[src/rtl/pipe_ctrl_pkg.sv]
// Shared types and constants for the pipeline sequencing controller.
package pipe_ctrl_pkg;

  localparam int RD_W_DEF = 6;

  localparam logic [1:0] PC_SRC_SEQ = 2'd0;
  localparam logic [1:0] PC_SRC_ALU = 2'd1;
  localparam logic [1:0] PC_SRC_MEM = 2'd2;

  typedef enum logic [1:0] {
    RUN   = 2'd0,
    STALL = 2'd1,
    DRAIN = 2'd2
  } state_e;

endpackage

[src/rtl/branch_resolve.sv]
// Combinational branch/jump resolution from EX/WB flags; also reused by verification models.
module branch_resolve
  import pipe_ctrl_pkg::*;
(
  input  logic       wb_n_i,
  input  logic       wb_z_i,
  input  logic       wb_branch_z_i,
  input  logic       wb_branch_n_i,
  input  logic       wb_jump_i,
  input  logic       wb_jump_mem_i,
  output logic       taken_o,
  output logic [1:0] pc_src_sel_o
);

  assign taken_o = (wb_branch_z_i & wb_z_i) | (wb_branch_n_i & wb_n_i) | wb_jump_i | wb_jump_mem_i;

  always_comb begin
    pc_src_sel_o = PC_SRC_SEQ;
    if (wb_jump_mem_i)  pc_src_sel_o = PC_SRC_MEM;
    else if (taken_o)   pc_src_sel_o = PC_SRC_ALU;
  end

endmodule

[src/rtl/pipe_hazard_ctrl.sv]
// Pipeline sequencer: redirect on WB branch/jump, load-use bubbles, PC/pipe-reg enables and flushes.
// Define HAZARD_PERF_EN to build the stall/redirect performance counters.
//   state | meaning
//   RUN   | normal flow; branches evaluated, load-use hazards detected
//   STALL | extra load-use bubbles beyond the first
//   DRAIN | post-redirect window, WB branch/jump inputs ignored
module pipe_hazard_ctrl
  import pipe_ctrl_pkg::*;
#(
  parameter int RD_W               = RD_W_DEF,
  parameter int LOAD_STALL_CYC     = 1,
  parameter int DRAIN_CYC          = 2,
  parameter int ZERO_REG_HARDWIRED = 1
) (
  input  logic            clk,
  input  logic            reset,
  input  logic [RD_W-1:0] id_rs,
  input  logic [RD_W-1:0] id_rt,
  input  logic            id_uses_rs,
  input  logic            id_uses_rt,
  input  logic [RD_W-1:0] ex_rd,
  input  logic            ex_reg_wrt,
  input  logic            ex_mem_to_reg,
  input  logic            wb_n,
  input  logic            wb_z,
  input  logic            wb_branch_z,
  input  logic            wb_branch_n,
  input  logic            wb_jump,
  input  logic            wb_jump_mem,
  output logic [1:0]      pc_src_sel,
  output logic            pc_write,
  output logic            ifid_write,
  output logic            ifid_flush,
  output logic            idex_flush,
  output logic            exwb_flush,
  output logic [31:0]     stall_cycles,
  output logic [31:0]     redirect_count
);

  // The hazard cycle in RUN is the first bubble, so STALL covers the remaining LOAD_STALL_CYC-1.
  localparam logic [2:0] STALL_LOAD = 3'(LOAD_STALL_CYC - 2);
  localparam logic [2:0] DRAIN_LOAD = 3'(DRAIN_CYC - 1);

  state_e     state_q, state_d;
  logic [2:0] cnt_q, cnt_d;
  logic       wb_taken, taken, hazard, rd_zero;
  logic [1:0] wb_sel;

  branch_resolve u_branch_resolve (
    .wb_n_i        (wb_n),
    .wb_z_i        (wb_z),
    .wb_branch_z_i (wb_branch_z),
    .wb_branch_n_i (wb_branch_n),
    .wb_jump_i     (wb_jump),
    .wb_jump_mem_i (wb_jump_mem),
    .taken_o       (wb_taken),
    .pc_src_sel_o  (wb_sel)
  );

  assign rd_zero = (ZERO_REG_HARDWIRED != 0) && (ex_rd == '0);
  assign hazard  = ex_mem_to_reg & ex_reg_wrt & ~rd_zero &
                   ((id_uses_rs & (id_rs == ex_rd)) | (id_uses_rt & (id_rt == ex_rd)));
  assign taken   = wb_taken & (state_q != DRAIN);

  always_comb begin
    pc_src_sel = PC_SRC_SEQ;
    pc_write   = 1'b1;
    ifid_write = 1'b1;
    ifid_flush = 1'b0;
    idex_flush = 1'b0;
    exwb_flush = 1'b0;
    state_d    = state_q;
    cnt_d      = cnt_q;
    if (reset) begin
      pc_write   = 1'b0;
      ifid_write = 1'b0;
      ifid_flush = 1'b1;
      idex_flush = 1'b1;
      exwb_flush = 1'b1;
      state_d    = RUN;
      cnt_d      = '0;
    end else if (taken) begin
      // The hazard's ID instruction is flushed here, so any stall is dropped.
      pc_src_sel = wb_sel;
      ifid_flush = 1'b1;
      idex_flush = 1'b1;
      exwb_flush = 1'b1;
      state_d    = DRAIN;
      cnt_d      = DRAIN_LOAD;
    end else begin
      if (hazard || state_q == STALL) begin
        pc_write   = 1'b0;
        ifid_write = 1'b0;
        idex_flush = 1'b1;
      end
      case (state_q)
        RUN: begin
          if (hazard && LOAD_STALL_CYC > 1) begin
            state_d = STALL;
            cnt_d   = STALL_LOAD;
          end
        end
        STALL: begin
          if (cnt_q == '0) state_d = RUN;
          else             cnt_d   = cnt_q - 3'd1;
        end
        DRAIN: begin
          if (hazard && LOAD_STALL_CYC > 1) begin
            state_d = STALL;
            cnt_d   = STALL_LOAD;
          end else if (cnt_q == '0) begin
            state_d = RUN;
          end else begin
            cnt_d = cnt_q - 3'd1;
          end
        end
        default: state_d = RUN;
      endcase
    end
  end

  always_ff @(posedge clk) begin
    if (reset) begin
      state_q <= RUN;
      cnt_q   <= '0;
    end else begin
      state_q <= state_d;
      cnt_q   <= cnt_d;
    end
  end

`ifdef HAZARD_PERF_EN
  logic [31:0] stall_q, redir_q;

  always_ff @(posedge clk) begin
    if (reset) begin
      stall_q <= '0;
      redir_q <= '0;
    end else begin
      if (!pc_write && stall_q != 32'hFFFF_FFFF) stall_q <= stall_q + 32'd1;
      if (taken && redir_q != 32'hFFFF_FFFF)     redir_q <= redir_q + 32'd1;
    end
  end

  assign stall_cycles   = stall_q;
  assign redirect_count = redir_q;
`else
  assign stall_cycles   = '0;
  assign redirect_count = '0;
`endif

endmodule

[config.mk]
export PLATFORM = sky130hd
export DESIGN_NAME = pipe_hazard_ctrl
export DESIGN_NICKNAME = d
export VERILOG_FILES = /design/src/rtl/pipe_ctrl_pkg.sv /design/src/rtl/branch_resolve.sv /design/src/rtl/pipe_hazard_ctrl.sv
export SDC_FILE = /design/constraint.sdc
export NUM_CORES = 1
export LEC_CHECK = 0
export CORE_ASPECT_RATIO = 0.9
export CORE_MARGIN = 2
export CORE_UTILIZATION = 28
export DETAILED_ROUTE_END_ITERATION = 7
export PLACE_DENSITY = 0.81
export SETUP_SLACK_MARGIN = 0.1
export SLEW_MARGIN = 15
export SYNTH_ARGS = -nofsm -noshare
export SYNTH_HDL_FRONTEND = slang
export SYNTH_SLANG_ARGS = --single-unit
[constraint.sdc]
create_clock -name clk -period 3.4 [get_ports clk]
set_input_delay 1.02 -clock clk [delete_from_list [all_inputs] [get_ports clk]]
set_output_delay 1.02 -clock clk [all_outputs]
set_load 0.005 [all_outputs]
==> results by group, run 1 <==
Run status
  – Run status: completed

Final layout
  – Non-filler cells, final: 201
  – Number of antenna diodes: 0
  – Fill cells: 339
  – Layout area overhead: 26.4%
  – Fin area: 0.00114 mm²
  – Share of cells above drive strength 1: 0.182
  – Sequential standard cell area: 80.1 µm²
  – Final Util: 0.373
  – Multi-input gate area: 601 µm²
  – # nets final: 193

Clocking
  – Worst skew pair latency: 0.23 ns
  – H-tree depth: 1
  – Total clock sinks: 4
  – CTS clk-pin slew, worst paths: 0.04 ns
  – TritonCTS clock tree: yes
  – CTS Hold Bufs: 0
  – Post-CTS Setup Bufs: 0
  – Cts bufs inserted: 3
  – Root buffer cell: clkbuf_4
  – Clock Tree Buf Depth: 2

Global route
  – First-pass GRT wire length: 2280 µm
  – Initial antenna violation count: 0
  – Vias in the first global route: 551
  – Overflow after GRT: 0
  – GRT Util Overall: 0.0820
  – Largest net degree at the start of global routing: 7

Floorplan
  – Die X: 64.0 µm
  – DIE AREA: 0.00371 mm²
  – Die Y: 58.0 µm
  – Starting Density: 0.295
  – FP Rows: 19
  – Ports: 101
  – Std-Cell Core Area: 0.00307 mm²

Run
  – Max-cap viol count: 0

STA
  – Fmax: 308 MHz
  – Fin Hold WS: 0.519 ns
  – Final hold viol count: 0
  – Endpoints failing setup: 0
  – Post-route setup TNS: 0 ns
  – RSZ-0062 raised after global routing: true
  – Worst Slack Setup Final: 0.157 ns
  – Slew Limit Fails: 0
  – Final period utilization: 0.954
  – Layout Skew: 0.000522 ns
  – Tmin final: 3.24 ns

Detailed routing
  – Routed wire length: 1670 µm
  – Drt pass-1 iters: 4
  – Drt initial violations: 11
  – DRT antenna net count: 0
  – Remaining DRCs: 0
  – Vias: 669
  – Routed WL per cell: 8.31 µm
  – Average via count per standard cell: 3.33

Yosys
  – Unique masters post-synth: 22
  – Synth top area cells: buf_4, xnor2_1, dfxtp_1, o311ai_4, ha_1
  – Syn Area/Cell: 7.88 µm²
  – Cell with the most instances after synthesis: buf_4
  – Area leader, netlist: buf_4
  – Number of synthesis warnings: 0
  – Number of synthesized flops with an enable pin: 0
  – Ys flop type: dfxtp_1
  – Synth Instances: 115
  – Synthesized cell area: 906 µm²
  – Synthesized flop and latch total: 4
  – Post-synth top cells: buf_4, xnor2_1, inv_1
  – Yosys top cell area share: 0.547
  – Register area share after synthesis: 0.0884
  – Async SR Flop Fraction: 0

Hold path
  – Hold Path Class: reg -> reg

Worst setup path
  – Arrival time of the worst setup path: 2.22 ns
  – Critical path endpoint category: output port
  – Critical path required time: 2.38 ns
  – Startpoint Class: primary input
  – Critical path type: in -> out
  – Largest driver fanout on the critical path: 4

Placement
  – DP Cell Count: 198
  – Placed cell area: 0.00112 mm²
  – Gpl congestion: 0.640
  – Final HPWL DP: 1510 µm
  – # port buffers: 36
  – DP Worst Slack: -0.562 ns

Pwr
  – Power per cell area: 194 mW/mm²
  – P_leak: 0.618 nW
  – Design Power: 222 µW
  – Maximum VDD drop: 0.0000550 V
report_power, final:
group	switching, mW	internal, mW	total [mW]
Combinational	0.0551	0.0561	0.111
Clock	0.0178	0.0394	0.0572
Sequential	0.00290	0.0506	0.0535
Total	0.0758	0.146	0.222
final cells by class:
class / instances / share of cell area
clock buffer: 3 / 0.0197
multi-input combinational: 103 / 0.525
inverter: 5 / 0.0164
timing repair buffer: 44 / 0.323
sequential: 4 / 0.0699
tap: 42 / 0.0459
layout by cell type, fill, tap and decap left out:
master	count
a21o_1	1
a21oi_1	3
a21oi_2	1
a221oi_4	1
buf_2	7
buf_4	7
buf_6	1
clkbuf_4	3
clkdlybuf4s15_1	2
clkdlybuf4s15_2	1
clkdlybuf4s50_1	4
conb_1	64
dfxtp_1	4
dlygate4sd2_1	20
dlymetal6s2s_1	2
ha_1	2
inv_1	5
mux2_2	1
nand2_1	1
nand2_2	1
nand3_1	2
nand4_1	2
nor2_1	2
nor3_1	2
nor4_2	1
o21ai_1	1
o21bai_1	1
o22a_1	1
o311ai_4	1
o31a_1	1
or4_4	1
xnor2_1	10
xnor2_2	3
kinds of logic after synthesis:
| family | synth area share |
|---|---|
| flip-flops | 0.0884 |
| AO/OA/AOI/OAI | 0.102 |
| multiplexers | 0.0124 |
| adder cells (fa/ha/maj) | 0.0276 |
| other | 0.00414 |
| buffers and inverters | 0.568 |
| AND/OR/NAND/NOR | 0.0718 |
| XOR/XNOR | 0.126 |
worst max-delay path: stages:
cell and delay (ns):
dlygate4sd2_1 0.26, a221oi_4 0.34, a21o_1 0.21, nand2_2 0.07, buf_6 0.12, clkdlybuf4s15_2 0.20
routing by layer:
layer,GRT usage,part of all wire
met1,0.0840,0.33
met3,0.0233,0.12
met5,0,0
met4,0.0652,0
met2,0.141,0.55
state kept, by name, summed over array words and instances (netlist names):
signal	cells
cnt_q	3
state_q	1
path summary, 6_finish.rpt:
kind / slack [ns] / endpoint / cells past startpoint / start
worst max-delay path: 0.16 / ifid_flush / 6 / wb_n
worst min-delay path: 0.52 / cnt_q[2]$_SDFFE_PP0P_ / 2 / cnt_q[2]$_SDFFE_PP0P_
worst max register to register: 2.01 / cnt_q[1]$_SDFFE_PP0P_ / 6 / cnt_q[0]$_SDFFE_PP0P_
worst min register to register: 0.52 / cnt_q[2]$_SDFFE_PP0P_ / 2 / cnt_q[2]$_SDFFE_PP0P_
timing repair:
action                                  in CTS  in global routing
pin swaps                                   20                  9
endpoints found under the setup margin       7                  3
gates resized for setup                     58                  8
Power figures use the tool's default switching activity.
==> run 2, diff against run 1 <==
Settings changed: TNS_END_PERCENT from default to 100.
==> results of run 2 <==
Final layout, timing and power as in run 1 (identical DEF).
